**src/rtl/msdf_operand_serializer.sv**
```systemverilog
// Takes a pair of two's-complement fractional operands, converts each to
// sign/magnitude and streams them MSD-first as radix-2 signed digits, then zero pad.
module msdf_operand_serializer #(
    parameter logic [7:0] RADIX_MODE    = 8'd1,
    parameter string      ENCODING_MODE = "signed-digit",
    parameter int         DATA_BITS     = 16,
    parameter int         PAD_DIGITS    = 3,
    parameter logic [7:0] DATA_WIDTH    = 8'd2
) (
    input  logic                       i_clk,
    input  logic                       i_rst,
    input  logic                       i_s_valid,
    input  logic [DATA_BITS-1:0]       i_s_data_x,
    input  logic [DATA_BITS-1:0]       i_s_data_y,
    output logic                       o_s_ready,
    output logic                       o_mbus_wen,
    output logic [DATA_WIDTH-1:0]      o_mbus_wdata_x,
    output logic [DATA_WIDTH-1:0]      o_mbus_wdata_y,
    output logic                       o_mbus_wvalid,
    output logic                       o_mbus_wlast,
    input  logic                       i_mbus_wready,
    output logic                       o_sat,
    output logic                       o_busy
);
    localparam int NDIG  = DATA_BITS - 1;
    localparam int TOTAL = NDIG + PAD_DIGITS;
    localparam int CW    = $clog2(TOTAL + 1);
    localparam int DW    = int'(DATA_WIDTH);
    localparam logic [CW-1:0] TOTAL_C   = CW'(TOTAL);
    localparam logic [CW-1:0] TOTAL_M1C = CW'(TOTAL - 1);
    localparam bit BORROW_SAVE = (ENCODING_MODE == "borrow-save");

    typedef enum logic [1:0] {ST_IDLE, ST_ARM, ST_STREAM} state_t;

    function automatic logic [1:0] f_encode(input logic s, input logic b);
        if (!b)
            return 2'b00;
        else if (BORROW_SAVE)
            return s ? 2'b11 : 2'b01;
        else
            return s ? 2'b01 : 2'b10;
    endfunction

    state_t            r_state, w_state_next;
    logic [CW-1:0]     r_beat, w_beat_next;
    logic              r_sign_x, r_sign_y, w_sign_x_next, w_sign_y_next;
    logic [NDIG-1:0]   r_mag_x, r_mag_y, w_mag_x_next, w_mag_y_next;
    logic              r_s_ready, w_s_ready_next;
    logic              r_wen, w_wen_next;
    logic              r_wlast, w_wlast_next;
    logic [1:0]        r_dig_x, r_dig_y, w_dig_x_next, w_dig_y_next;
    logic              r_sat, w_sat_next;
    logic              r_busy, w_busy_next;

    // -1 has no positive fractional counterpart, so it clamps to the largest magnitude
    logic [DATA_BITS-1:0] w_neg_x, w_neg_y;
    logic                 w_sat_x, w_sat_y;
    logic [NDIG-1:0]      w_in_mag_x, w_in_mag_y;

    assign w_neg_x    = -i_s_data_x;
    assign w_neg_y    = -i_s_data_y;
    assign w_sat_x    = (i_s_data_x == {1'b1, {NDIG{1'b0}}});
    assign w_sat_y    = (i_s_data_y == {1'b1, {NDIG{1'b0}}});
    assign w_in_mag_x = w_sat_x ? {NDIG{1'b1}} :
                        (i_s_data_x[DATA_BITS-1] ? w_neg_x[NDIG-1:0] : i_s_data_x[NDIG-1:0]);
    assign w_in_mag_y = w_sat_y ? {NDIG{1'b1}} :
                        (i_s_data_y[DATA_BITS-1] ? w_neg_y[NDIG-1:0] : i_s_data_y[NDIG-1:0]);

    always_comb begin
        w_state_next   = r_state;
        w_beat_next    = r_beat;
        w_sign_x_next  = r_sign_x;
        w_sign_y_next  = r_sign_y;
        w_mag_x_next   = r_mag_x;
        w_mag_y_next   = r_mag_y;
        w_s_ready_next = 1'b0;
        w_wen_next     = 1'b0;
        w_wlast_next   = 1'b0;
        w_dig_x_next   = 2'b00;
        w_dig_y_next   = 2'b00;
        w_sat_next     = 1'b0;
        case (r_state)
            ST_IDLE: begin
                w_s_ready_next = 1'b1;
                if (r_s_ready && i_s_valid) begin
                    w_state_next   = ST_ARM;
                    w_s_ready_next = 1'b0;
                    w_sign_x_next  = i_s_data_x[DATA_BITS-1];
                    w_sign_y_next  = i_s_data_y[DATA_BITS-1];
                    w_mag_x_next   = w_in_mag_x;
                    w_mag_y_next   = w_in_mag_y;
                    w_sat_next     = w_sat_x | w_sat_y;
                end
            end
            ST_ARM: begin
                if (i_mbus_wready) begin
                    w_state_next = ST_STREAM;
                    w_beat_next  = CW'(1);
                    w_wen_next   = 1'b1;
                    w_wlast_next = (TOTAL == 1);
                    w_dig_x_next = f_encode(r_sign_x, r_mag_x[NDIG-1]);
                    w_dig_y_next = f_encode(r_sign_y, r_mag_y[NDIG-1]);
                    w_mag_x_next = r_mag_x << 1;
                    w_mag_y_next = r_mag_y << 1;
                end
            end
            ST_STREAM: begin
                if (r_beat == TOTAL_C) begin
                    w_state_next   = ST_IDLE;
                    w_s_ready_next = 1'b1;
                end else begin
                    // Magnitudes shift in zeros, so pad beats fall out as zero digits
                    w_beat_next  = r_beat + CW'(1);
                    w_wen_next   = 1'b1;
                    w_wlast_next = (r_beat == TOTAL_M1C);
                    w_dig_x_next = f_encode(r_sign_x, r_mag_x[NDIG-1]);
                    w_dig_y_next = f_encode(r_sign_y, r_mag_y[NDIG-1]);
                    w_mag_x_next = r_mag_x << 1;
                    w_mag_y_next = r_mag_y << 1;
                end
            end
            default: w_state_next = ST_IDLE;
        endcase
        w_busy_next = (w_state_next != ST_IDLE);
    end

    always_ff @(posedge i_clk) begin
        if (i_rst) begin
            r_state   <= ST_IDLE;
            r_beat    <= '0;
            r_sign_x  <= 1'b0;
            r_sign_y  <= 1'b0;
            r_mag_x   <= '0;
            r_mag_y   <= '0;
            r_s_ready <= 1'b0;
            r_wen     <= 1'b0;
            r_wlast   <= 1'b0;
            r_dig_x   <= 2'b00;
            r_dig_y   <= 2'b00;
            r_sat     <= 1'b0;
            r_busy    <= 1'b0;
        end else begin
            r_state   <= w_state_next;
            r_beat    <= w_beat_next;
            r_sign_x  <= w_sign_x_next;
            r_sign_y  <= w_sign_y_next;
            r_mag_x   <= w_mag_x_next;
            r_mag_y   <= w_mag_y_next;
            r_s_ready <= w_s_ready_next;
            r_wen     <= w_wen_next;
            r_wlast   <= w_wlast_next;
            r_dig_x   <= w_dig_x_next;
            r_dig_y   <= w_dig_y_next;
            r_sat     <= w_sat_next;
            r_busy    <= w_busy_next;
        end
    end

    generate
        if (RADIX_MODE == 8'd1) begin : g_radix2
            assign o_s_ready      = r_s_ready;
            assign o_mbus_wen     = r_wen;
            assign o_mbus_wvalid  = r_wen;
            assign o_mbus_wlast   = r_wlast;
            assign o_mbus_wdata_x = DW'(r_dig_x);
            assign o_mbus_wdata_y = DW'(r_dig_y);
            assign o_sat          = r_sat;
            assign o_busy         = r_busy;
        end else begin : g_unsupported
            assign o_s_ready      = 1'b0;
            assign o_mbus_wen     = 1'b0;
            assign o_mbus_wvalid  = 1'b0;
            assign o_mbus_wlast   = 1'b0;
            assign o_mbus_wdata_x = '0;
            assign o_mbus_wdata_y = '0;
            assign o_sat          = 1'b0;
            assign o_busy         = 1'b0;
        end
    endgenerate
endmodule

```
**config.mk**
```make
export PLATFORM = sky130hd
export DESIGN_NAME = msdf_operand_serializer
export DESIGN_NICKNAME = d
export VERILOG_FILES = /design/src/rtl/msdf_operand_serializer.sv
export SDC_FILE = /design/constraint.sdc
export NUM_CORES = 1
export LEC_CHECK = 0
export CAP_MARGIN = 20
export CORE_MARGIN = 10
export CORE_UTILIZATION = 45
export DETAILED_ROUTE_END_ITERATION = 10
export MAX_ROUTING_LAYER = met4
export PLACE_DENSITY = 0.66
export SKIP_LAST_GASP = 1
export SYNTH_ARGS = -nofsm -noshare
export SYNTH_HDL_FRONTEND = slang
export SYNTH_SLANG_ARGS = --single-unit
```
**constraint.sdc**
```tcl
create_clock -name i_clk -period 2.3 [get_ports i_clk]
set_clock_uncertainty 0.15 [all_clocks]
set_input_delay 0.46 -clock i_clk [delete_from_list [all_inputs] [get_ports i_clk]]
set_output_delay 0.46 -clock i_clk [all_outputs]
set_load 0.01 [all_outputs]
```
==> flow_metrics.env <==
export IMPL_grt_pass1_vias=2647
export IMPL_synthTopCellsByArea="dfxtp_1, xnor2_1, o221ai_1"
export IMPL_placedCellCount=475
export IMPL_synth_area_um2=2840
export IMPL_whs_ns=0.286
export IMPL_tritoncts="done"
export IMPL_crit_path_top_delay_cell="or4b_4"
export IMPL_syn_inst=321
export IMPL_cpPeakStageDelay_ns=0.63
export IMPL_tightest_slew_ns=0.347
export IMPL_clk_latency_ns=0.31
export IMPL_drcViolationCount=0
export IMPL_synth_seq_cells=48
export IMPL_fin_crit_sh_pct=98.3
export IMPL_final_max_slew_viol_count=0
export IMPL_status="finished, final reports clean"
export IMPL_crit_fanout=5
export IMPL_synth_ff_type="dfxtp_1"
export IMPL_place_congestion=0.806
export IMPL_drtIter0Drc=111
export IMPL_cp_arrival_ns=2.35
export IMPL_placed_cell_area_um2=3690
export IMPL_synth_fp_nets=367
export IMPL_p_leak_nw=1.54
export IMPL_crit_chain="clkdlybuf4s50_1 -> or4b_4 -> nor2_4 -> a41o_1 -> buf_6 -> o221ai_1 -> a21oi_1"
export IMPL_numCtsBuffers=5
export IMPL_cts_sinks=48
export IMPL_finalSetupViolations=0
export IMPL_n_antenna_cell=0
export IMPL_hold_violations=0
export IMPL_htree_levels=2
export IMPL_stdcell_area_um2=3980
export IMPL_dpl_worst_slack_ns=-0.528
export IMPL_initial_core_util_pct=47.1
export IMPL_hpwl_um=5440
export IMPL_die_w_um=99.4
export IMPL_final_nets=465
export IMPL_die_y_um=99.4
export IMPL_path_clk_slew_ns=0.09
export IMPL_holdCritPathClass="flop to flop"
export IMPL_p_per_area_nw_per_um2=571
export IMPL_fmax_mhz=442
export IMPL_ios=46
export IMPL_cp_end_kind="flop"
export IMPL_drtPass1Iterations=4
export IMPL_core_area_um2=6030
export IMPL_async_flop_share_pct=0
export IMPL_synth_top_area_share_pct=33.9
export IMPL_fp_row_count=28
export IMPL_p_seq_share_pct=43.3
export IMPL_fin_crit_ns=2.26
export IMPL_clockRootBuffer="clkbuf_8"
export IMPL_synth_edf_count=0
export IMPL_combPwrFrac_pct=33.4
export IMPL_vias=2763
export IMPL_viasPerCell=5.58
export IMPL_final_antenna_net_count=0
export IMPL_fin_ws_ns=0.0392
export IMPL_grt_pass1_wl_um=12400
export IMPL_slew_headroom_pct=76.5
export IMPL_yosys_warnings=0
export IMPL_grt_max_degree=26
export IMPL_grt_setup_unrepaired="yes"
export IMPL_maxCapViolations=0
export IMPL_p_switching_mw=0.728
export IMPL_cp_required_ns=2.39
export IMPL_yosysTopAreaCell="dfxtp_1"
export IMPL_synth_distinct_cells=52
export IMPL_final_core_util_pct=66.0
export IMPL_fin_cells=495
export IMPL_antenna_found_initial=0
export IMPL_cts_hold_fix_buffers=0
export IMPL_dieArea_um2=9880
export IMPL_cts_buffer_depth=2
export IMPL_clock_power_share_pct=23.2
export IMPL_path_class="input pin to flop"
export IMPL_area_growth_pct=40.2
export IMPL_start_kind="input pin"
export IMPL_grtUsageTotal_pct=15.2
export IMPL_p_int_mw=1.54
export IMPL_finalWirelength_um=7480
export IMPL_grt_overflow=0
export IMPL_netSwitchingFraction_pct=32.0
export IMPL_portBuffers=45
export IMPL_ir_drop_uv=432
export IMPL_wl_per_cell_um=15.1
export IMPL_syn_avg_cell_area_um2=8.84
export IMPL_power_mw=2.27
export IMPL_drive_above_1_share_pct=27.9
export IMPL_yosysSeqAreaShare_pct=33.9
export IMPL_fin_tns_setup_ns=0
[state kept, by name (all words and copies together), names as in the netlist]
signal          cells
o_busy              1
o_mbus_wdata_x      2
o_mbus_wdata_y      2
o_mbus_wen          1
o_mbus_wlast        1
o_s_ready           1
o_sat               1
r_beat              5
r_mag_x            15
r_mag_y            15
r_sign_x            1
r_sign_y            1
r_state             2
[kinds of logic after synthesis]
kind of cell	after synthesis	share of synthesized area, %
flops	48	33.9
xor+xnor	26	8.02
simple gates	100	18.3
fa+ha+maj	10	4.41
mux	3	1.06
buf+inv	37	6.44
compound gates	97	27.9
[Yosys cell counts (2+ instances only)]
library cell  instances
nand2b_1              3
and3_1                2
o31ai_1              12
clkbuf_1             11
nand2_1              41
dfxtp_1              48
nor3_1                4
buf_2                 7
o21ai_0               9
a21boi_0              2
nand4_1               4
buf_4                 2
or3_1                 5
or4_4                 2
o221ai_2              7
a21oi_2               7
xor2_1                3
o41ai_1               5
or2_2                 6
inv_1                14
o41ai_2               2
a21oi_1              21
xnor2_1              23
mux2i_1               3
o221ai_1             18
a211oi_1              4
or4_1                 2
ha_1                 10
a311oi_1              2
nor2b_1               2
nor2_1               19
[cell type report]
cell class                 count  area, um2
clock buffer                   7       86.3
inverter                      14       52.6
clock inverter                 1       7.51
fill                         521       2050
multi-input combinational    237       1790
tap                           75       93.8
timing repair buffer         113        987
sequential                    48        961
[placed cells by master (no fill, tap or decap), types with 3 or more instances in the layout]
cell type	instances
buf_6	4
clkbuf_8	6
o221ai_1	18
o21ai_0	9
clkdlybuf4s50_1	40
a21oi_1	21
mux2i_1	3
xor2_1	3
nor2_1	17
or4_4	3
a21oi_2	7
or2_2	7
o31ai_1	11
xnor2_1	23
nand4_1	4
o221ai_2	7
o41ai_2	3
a211oi_1	3
ha_1	8
or3_1	5
inv_1	13
dlygate4sd2_1	3
nand2_1	41
nand2b_1	3
buf_4	63
dfxtp_1	48
nor3_1	4
[worst paths after layout]
path	startpoint	endpoint	slack, ns	cells after the start
setup reg to reg	r_state[1]$_SDFF_PP0_	r_mag_y[13]$_SDFFE_PP0P_	0.14	7
hold reg to reg	r_sign_x$_SDFFE_PP0P_	o_mbus_wdata_x[1]$_SDFF_PP0_	0.29	1
hold / removal	r_sign_x$_SDFFE_PP0P_	o_mbus_wdata_x[1]$_SDFF_PP0_	0.29	1
setup / recovery	i_s_data_x[3]	r_mag_x[4]$_SDFFE_PP0P_	0.04	7
[critical path: cells and delay by family]
family                 cells  cell delay [ns]
and+or+nand+nor            2             0.76
buffers and inverters      2             0.57
AOI/OAI and AO/OA          3             0.55
[power by group through the flow]
stage / clock [mW] / combinational [mW] / sequential, mW
3_5_place_dp: 0 / 0.718 / 1.00
2_1_floorplan: 0 / 0.446 / 0.994
4_1_cts: 0.544 / 0.747 / 0.982
6_report: 0.528 / 0.759 / 0.984
5_1_grt: 0.574 / 0.834 / 0.994
3_3_place_gp: 0 / 0.706 / 0.999
[metal layers]
metal	up-vias	GRT usage, %	share of wire [%]
met5	-	-	0
met4	0	4.74	1.3
met3	10	3.18	4.7
met2	67	24.1	47
met1	1306	18.9	47
li1	1380	-	-
[what timing repair did]
action / in CTS / in global routing
buffers inserted: 11 / 0
cloned: 1 / 0
endpoints found under the setup margin: 30 / 19
pin swaps: 11 / 12
gates resized for setup: 16 / 11
Power figures use the tool's default switching activity.
